### src/rtl/cpu_pkg.sv
`default_nettype none
// +----------------------------------------------------------------------+
// | cpu_pkg: shared widths, opcode field values and fetch-state encoding  |
// | Revision: 1.0                                                         |
// +----------------------------------------------------------------------+
package cpu_pkg;

  localparam int INSTR_W = 18;
  localparam int ADDR_W  = 16;

  // Opcode lives in the two leading (MSB-first) instruction bits
  localparam int OPC_W = 2;
  localparam logic [0:OPC_W-1] DT = 2'b00;
  localparam logic [0:OPC_W-1] MV = 2'b01;
  localparam logic [0:OPC_W-1] OP = 2'b11;

  typedef enum logic [0:1] {
    IDLE  = 2'd0,
    FETCH = 2'd1,
    DONE  = 2'd2
  } fetch_state_t;

  function automatic logic [0:OPC_W-1] opcode_of(input logic [0:INSTR_W-1] instr);
    return instr[0:OPC_W-1];
  endfunction

endpackage
`default_nettype wire

### src/rtl/fetch_outreg.sv
`default_nettype none
// +----------------------------------------------------------------------+
// | fetch_outreg: instruction/PC output register with valid/ready         |
// | Revision: 1.0                                                         |
// +----------------------------------------------------------------------+
module fetch_outreg #(
  parameter int ADDR_W  = cpu_pkg::ADDR_W,
  parameter int INSTR_W = cpu_pkg::INSTR_W
) (
  input  logic               clk,
  input  logic               rst_n,
  input  logic               flush,
  input  logic               load,
  input  logic               ready,
  input  logic [0:INSTR_W-1] load_instr,
  input  logic [0:ADDR_W-1]  load_pc,
  output logic [0:INSTR_W-1] instr,
  output logic [0:ADDR_W-1]  pc,
  output logic               valid,
  output logic               xfer
);
  import cpu_pkg::*;

  // A flush cycle never counts as a transfer, even if decode is ready
  assign xfer = valid & ready & ~flush;

  always_ff @(posedge clk or negedge rst_n) begin
    if (!rst_n) begin
      instr <= '0;
      pc    <= '0;
      valid <= 1'b0;
    end else if (flush) begin
      valid <= 1'b0;
    end else if (load) begin
      instr <= load_instr;
      pc    <= load_pc;
      valid <= 1'b1;
    end else if (xfer) begin
      valid <= 1'b0;
    end
  end

endmodule
`default_nettype wire

### src/rtl/fetch_sequencer.sv
`default_nettype none
// +----------------------------------------------------------------------+
// | fetch_sequencer: walks an external ROM and hands words to decode      |
// | Revision: 1.0                                                         |
// +----------------------------------------------------------------------+
module fetch_sequencer #(
  parameter int PROG_LEN = 6,
  parameter int ADDR_W   = cpu_pkg::ADDR_W,
  parameter int INSTR_W  = cpu_pkg::INSTR_W
) (
  input  logic               i_clk,
  input  logic               i_rst_n,
  output logic [0:ADDR_W-1]  o_rom_addr,
  input  logic [0:INSTR_W-1] i_rom_instr,
  input  logic               i_start,
  output logic [0:INSTR_W-1] o_instr,
  output logic [0:ADDR_W-1]  o_pc,
  output logic               o_valid,
  input  logic               i_ready,
  input  logic               i_redirect,
  input  logic [0:ADDR_W-1]  i_redirect_addr,
  output logic               o_done,
  output logic [0:15]        o_retired
);
  import cpu_pkg::*;

  localparam logic [0:ADDR_W-1] END_ADDR = ADDR_W'(PROG_LEN);

  fetch_state_t      state, state_nx;
  logic [0:ADDR_W-1] pc, pc_nx;
  logic [0:15]       retired;
  logic              pc_in_prog, redirect_now, start_now, flush, load, xfer;

  assign pc_in_prog   = (pc < END_ADDR);
  assign redirect_now = (state == FETCH) && i_redirect;
  assign start_now    = (state != FETCH) && i_start;
  assign flush        = redirect_now | start_now;
  assign load         = (state == FETCH) && !i_redirect && pc_in_prog && (!o_valid || i_ready);
  assign o_rom_addr   = pc;
  assign o_retired    = retired;

  always_ff @(posedge i_clk or negedge i_rst_n) begin
    if (!i_rst_n) begin
      state <= IDLE;
      pc    <= '0;
    end else begin
      state <= state_nx;
      pc    <= pc_nx;
    end
  end

  always_comb begin
    state_nx = state;
    pc_nx    = pc;
    o_done   = 1'b0;
    case (state)
      IDLE, DONE: begin
        o_done = (state == DONE);
        if (i_start) begin
          state_nx = FETCH;
          pc_nx    = '0;
        end
      end
      FETCH: begin
        if (i_redirect) begin
          pc_nx = i_redirect_addr;
          // Out-of-program targets have nothing to fetch, so finish now
          if (i_redirect_addr >= END_ADDR) state_nx = DONE;
        end else begin
          if (load) pc_nx = pc + ADDR_W'(1);
          if (!pc_in_prog && (!o_valid || xfer)) state_nx = DONE;
        end
      end
      default: state_nx = IDLE;
    endcase
  end

  always_ff @(posedge i_clk or negedge i_rst_n) begin
    if (!i_rst_n) begin
      retired <= '0;
    end else if (start_now) begin
      retired <= '0;
    end else if (xfer && (retired != 16'hFFFF)) begin
      retired <= retired + 16'd1;
    end
  end

  fetch_outreg #(
    .ADDR_W  (ADDR_W),
    .INSTR_W (INSTR_W)
  ) u_outreg (
    .clk        (i_clk),
    .rst_n      (i_rst_n),
    .flush      (flush),
    .load       (load),
    .ready      (i_ready),
    .load_instr (i_rom_instr),
    .load_pc    (pc),
    .instr      (o_instr),
    .pc         (o_pc),
    .valid      (o_valid),
    .xfer       (xfer)
  );

endmodule
`default_nettype wire

### config.mk
export PLATFORM = sky130hd
export DESIGN_NAME = fetch_sequencer
export DESIGN_NICKNAME = d
export VERILOG_FILES = /design/src/rtl/cpu_pkg.sv /design/src/rtl/fetch_outreg.sv /design/src/rtl/fetch_sequencer.sv
export SDC_FILE = /design/constraint.sdc
export NUM_CORES = 1
export LEC_CHECK = 0
export CORE_MARGIN = 4
export CORE_UTILIZATION = 35
export CTS_CLUSTER_DIAMETER = 60
export CTS_CLUSTER_SIZE = 10
export DETAILED_ROUTE_END_ITERATION = 7
export PLACE_DENSITY_LB_ADDON = 0.25
export SLEW_MARGIN = 20
export SYNTH_ARGS = -nofsm -noshare
export SYNTH_HDL_FRONTEND = slang
export SYNTH_SLANG_ARGS = --single-unit
export TNS_END_PERCENT = 10
### constraint.sdc
create_clock -name i_clk -period 5.6 [get_ports i_clk]
set_input_delay 1.4 -clock i_clk [delete_from_list [all_inputs] [get_ports i_clk]]
set_output_delay 1.4 -clock i_clk [all_outputs]
set_load 0.01 [all_outputs]
==> results.toml, run 1 <==
[routing]
drc = 0
highest_layer = "met4"
wl_met3_um = 543
via_per_inst = 5.00
first_pass_iters = 4
vias = 2447
wirelength_um = 7420
ant_nets = 0
routedWlPerCell_um = 15.2
drt-initial-drc-count = 48
wl_met2_um = 3480
wl_met1_um = 3280

[clock_network]
cts-root-buf = "clkbuf_8"
holdBufCountCts = 0
cts_buffers = 9
cts_setup_buffers = 0
cts_sinks = 69
clock_path_buffers = 2
clk_latency_ns = 0.33
cts_resized = 0
clk_pin_slew_worst_paths_ns = 0.07
cts_tree = "built"
htreeDepth = 3

[pwr]
power_frac_comb_pct = 30.7
ir_drop_uv = 203
p_sw_mw = 0.466
total_power_mw = 1.68
p_clk_share_pct = 29.2
p_leak_nw = 1.91
p_per_area_nw_per_um2 = 377
intPower_mw = 1.22
switching_share_pct = 27.7
seqPwrFrac_pct = 40.1

[place]
gp_congestion = 0.847
io_buffers = 106
place_hpwl_um = 5540
preCtsSetupSlack_ns = 1.59

[sta]
drv_slew = 0
period_needed_ns = 3.66
period_share_pct = 65.3
worst_pin_slew_ns = 0.909
finClkSkew_ns = 0.00747
max_freq_ghz = 0.274
rsz0062_at_grt = "false"
hold_slack_ns = 0.493
setup_viol = 0
final.setup.worst_slack_ns = 1.94
hold_viol_final = 0
slew_headroom_pct = 39.3
fin_tns_setup_ns = 0

[critical_path]
cp.arrival_ns = 3.88
path_delay_family = "simple AND/OR/NAND/NOR gates"
setup.worst_path.start_class = "primary input"
reg2reg_to = "o_rom_addr[14]"
cp_num_buf_inv = 1
r2r_start = "o_rom_addr[13]"
reg2regPathDepth = 5
path_class = "primary input to flip-flop"
required_ns = 5.82
slowest_delay_ns = 0.58
cp_max_fo = 14
r2r_slack_ns = 3.18
crit_path_end_kind = "flip-flop"
crit_path_top_delay_cell = "clkdlybuf4s50_1"
cp_cell_sequence = "clkdlybuf4s50_1, nand3b_1, o2111ai_1, nor3_1, a31oi_1, a41o_1"

[logic_synthesis]
synth-xor-area-share_pct = 2.57
synth.distinct_cells = 43
ys_top_cells_by_count = "dfrtp_1, nand2_1, nor2_1"
ys.warnings.count = 0
yosysTopAreaCell = "dfrtp_1"
synthAdderAreaFrac_pct = 0.817
synth_top_area_share_pct = 56.3
synthArstFlopShare_pct = 100
syn-cell-area_um2 = 3060
synthCells = 271
ys_seq_elements = 69
synth.mux.area_fraction_pct = 10.9
ys_top_cells_by_area = "dfrtp_1, mux2_4, nand2_1"
synth_top_family_by_area = "simple AND/OR/NAND/NOR gates"
synth-compound-area-share_pct = 6.08
yosysSeqAreaShare_pct = 56.3
yosys.area_share.simple_pct = 21.1
avgSynthCellArea_um2 = 11.3
synth_edf_count = 0
synthesis.nets = 312
synth_most_common_cell = "dfrtp_1"
ys.flop_type = "dfrtp_1"

[finish]
drive_above_1_share_pct = 10.4
n_antenna_cell = 0
fillers = 780
final_nets = 420
seq_area_um2 = 1730
synthToLayoutAreaGrowth_pct = 45.4
post-route-util_pct = 53.2
multi_input_area_um2 = 1270

[global_routing]
overflow = 0
grt_usage_pct = 14.8
grt_pass1_vias = 2387
grt_antenna_before_repair = 0
grt_first_pass_wirelength_um = 12000
grt_max_degree = 36

[die]
design.portCount = 107
start_util_pct = 36.6
core_area_um2 = 8380
die_h_um = 102
die_w_um = 102
fp-row-count = 33
die_area_um2 = 10300

[run_status]
status = "finished, final reports clean"

[hold_path]
hold_depth = 1
min_from = "o_retired[0]"
min_to = "o_retired[0]"
hold_class = "flip-flop to flip-flop"

[job]
max-cap-violations = 0
-- metrics by stage --
step                      instance area (µm²)  cells
final                                    4460    489
after global routing                     4460    489
after CTS                                4460    489
after detailed placement                 4210    473
after global placement                   4210    473
after floorplan                          3060    271
-- flip-flops by register name, summed over array words and instances (netlist names) --
name            flops
o_rom_addr         16
u_outreg.pc        16
o_retired          16
u_outreg.instr     18
u_outreg.valid      1
state               2
-- power by group through the flow --
stage | Combinational, mW | Sequential (mW) | Clock, mW
finish | 0.517 | 0.674 | 0.491
global route | 0.559 | 0.689 | 0.528
CTS | 0.527 | 0.675 | 0.505
detailed placement | 0.524 | 0.684 | 0
global placement | 0.516 | 0.679 | 0
floorplan | 0.194 | 0.721 | 0
-- metal layers --
layer,vias to the layer above,GRT usage (%)
li1,1175,-
met1,1185,19.9
met2,77,22.9
met3,10,4.13
met4,0,5.32
met5,-,0
-- area by class of cell --
class	count	area share, %
well taps	105	2.95
multi-input cells	189	28.5
repair buffers	108	24.0
flip-flops and latches	69	38.8
clock buffers	10	3.09
clock inverters	6	2.47
inverters	2	0.168
-- cells in the final DEF (no fill, tap or decap), types with 3 or more instances in the layout --
master           count
bufinv_16            3
clkbuf_8            10
clkdlybuf4s50_1    105
dfrtp_1             69
mux2_1               7
mux2_2               5
mux2_4              10
mux2i_1              5
nand2_1             39
nand2b_1             4
nand3_1             12
nand4_1              6
nor2_1              20
nor2b_1             15
nor3_1               8
nor4_1               7
o21ai_0              9
o31ai_1              4
xnor2_1              9
-- worst max-delay path by stage --
stage                from            to  slack [ns]  depth (start not counted)
4_1_cts        i_redirect  o_retired[6]        1.95                          6
5_1_grt        i_redirect  o_retired[6]        1.73                          6
3_3_place_gp   i_redirect  o_retired[6]        1.68                          6
2_1_floorplan  i_redirect  o_retired[3]        2.82                          7
6_report       i_redirect  o_retired[6]        1.94                          6
3_5_place_dp   i_redirect  o_retired[6]        1.59                          6
-- cells by family (layout without fill, tap and decap cells) --
kind of cell,after synthesis,after routing
compound gates,27,27
flops,69,69
buf+inv,13,126
xor+xnor,9,9
mux,27,27
simple gates,124,124
fa+ha+maj,2,2
Note: power is estimated with default switching activity, not from simulation.
==> inputs of run 2 (changes only) <==
Clock period 5.6 ns to 3.8 ns, I/O delays scaled along.
==> run 2 against run 1 <==
Effect of this change:
- wire length rose by 2.2%
- count of clock-buffer cells in the layout did not move
- core utilization rose by 0.22 points
- sequential share of layout area fell by 0.16 points
- total power rose by 44%
- via count fell by 1.9%
- combinational power rose by 49%
- critical path type unchanged
==> results.toml, run 2 (same netlist as run 1, synthesis figures left out) <==
[finish]
final_cell_mix = "clkdlybuf4s50_1, dfrtp_1, nand2_1"
drive_above_1_share_pct = 11.1
final_nets = 423
synthToLayoutAreaGrowth_pct = 46.0
layout_commonest_cell = "clkdlybuf4s50_1"
largest_reg_flops = 18
finalInstanceArea_um2 = 4470
regMostFlops = "u_outreg.instr"
stdcell_count = 492
n_antenna_cell = 0

[hold_path]
hold_class = "flip-flop to flip-flop"
min_to = "u_outreg.instr[11]"
hold_depth = 1
min_from = "u_outreg.instr[11]"

[critical_path]
cp_num_buf_inv = 1
crit_path_end_kind = "flip-flop"
cp.arrival_ns = 3.09
path_delay_family = "simple AND/OR/NAND/NOR gates"
setup.worst_path.start_class = "primary input"
path_class = "primary input to flip-flop"
reg2regPathDepth = 5
slowest_delay_ns = 0.58
cp_cell_sequence = "clkdlybuf4s50_1, nand3b_1, o2111ai_1, nor4_1, nand4_1, mux2i_1"
r2r_start = "o_rom_addr[13]"
crit_path_top_delay_cell = "clkdlybuf4s50_1"
cp_max_fo = 12
required_ns = 4.02
reg2reg_to = "o_rom_addr[14]"
r2r_slack_ns = 1.44

[clock_network]
cts_setup_buffers = 0
clock_path_buffers = 2
cts_buffers = 9
clk_pin_slew_worst_paths_ns = 0.07
htreeDepth = 3
cts_resized = 0
cts_tree = "built"
cts-root-buf = "clkbuf_8"
clk_latency_ns = 0.34
holdBufCountCts = 0
cts_sinks = 69

[pwr]
p_leak_nw = 1.93
ir_drop_uv = 252
p_per_area_nw_per_um2 = 542

[sta]
finClkSkew_ns = 0.00810
worst_pin_slew_ns = 0.895
slew_headroom_pct = 40.3
fin_tns_setup_ns = 0
hold_viol_final = 0
period_needed_ns = 2.86
period_share_pct = 75.3
setup_viol = 0
drv_slew = 0
max_freq_ghz = 0.349
rsz0062_at_grt = "false"

[die]
die_h_um = 102
start_util_pct = 36.6
core_area_um2 = 8380
fp-row-count = 33
design.portCount = 107
die_area_um2 = 10300
die_w_um = 102

[routing]
ant_nets = 0
first_pass_iters = 4
wl_met2_um = 3510
routedWlPerCell_um = 15.4
wirelength_um = 7590
via_per_inst = 4.88
drt-initial-drc-count = 51
vias = 2400
highest_layer = "met4"
drc = 0
wl_met3_um = 508
wl_met1_um = 3400

[place]
gp_congestion = 0.842
place_hpwl_um = 5620
place_inst = 475
io_buffers = 106
placedInstanceArea_um2 = 4220

[global_routing]
grt_usage_pct = 15.3
grt_pass1_vias = 2439
overflow = 0
grt_antenna_before_repair = 0
grt_first_pass_wirelength_um = 12300
grt_max_degree = 44

[run_status]
status = "finished, final reports clean"

[job]
max-cap-violations = 0
[run 2: routing by layer]
layer / GRT usage, % / vias to the layer above
met4: 7.57 / 0
met2: 23.8 / 64
met1: 19.9 / 1144
li1: - / 1180
met3: 3.65 / 12
met5: 0 / -
[run 2: worst max-delay path by stage]
stage / from / end / slack (ns) / depth (start not counted)
after floorplan: i_redirect / o_retired[3] / 1.47 / 7
after global placement: i_redirect / o_retired[6] / 0.73 / 6
after detailed placement: i_redirect / o_retired[0] / 0.60 / 6
after CTS: i_redirect / o_retired[0] / 0.94 / 6
after global routing: i_redirect / o_retired[0] / 0.77 / 6
final: i_redirect / o_retired[0] / 0.94 / 6
[run 2: through the flow]
stage	util, %	hold slack [ns]	total power [mW]	setup WS (ns)
6_report	53.4	0.488	2.43	0.937
5_1_grt	53.4	0.510	2.56	0.766
4_1_cts	53.1	0.496	2.46	0.940
3_5_place_dp	50.4	0.479	1.78	0.604
3_3_place_gp	50.4	0.468	1.77	0.727
2_1_floorplan	-	0.507	1.35	1.47
[run 2: where the power goes]
part | leakage, nW | internal, mW | switching [mW]
combinational | 0.893 | 0.458 | 0.312
clock | 0.112 | 0.386 | 0.277
sequential | 0.922 | 0.887 | 0.106
[run 2: area by class of cell]
| cell class | count | area [µm²] |
|---|---|---|
| Clock buffer | 10 | 138 |
| Clock inverter | 6 | 86.3 |
| Tap cell | 105 | 131 |
| Sequential cell | 69 | 1730 |
| Fill cell | 745 | 3910 |
| Multi-Input combinational cell | 189 | 1270 |
| Inverter | 2 | 7.51 |
| Timing Repair Buffer | 111 | 1110 |
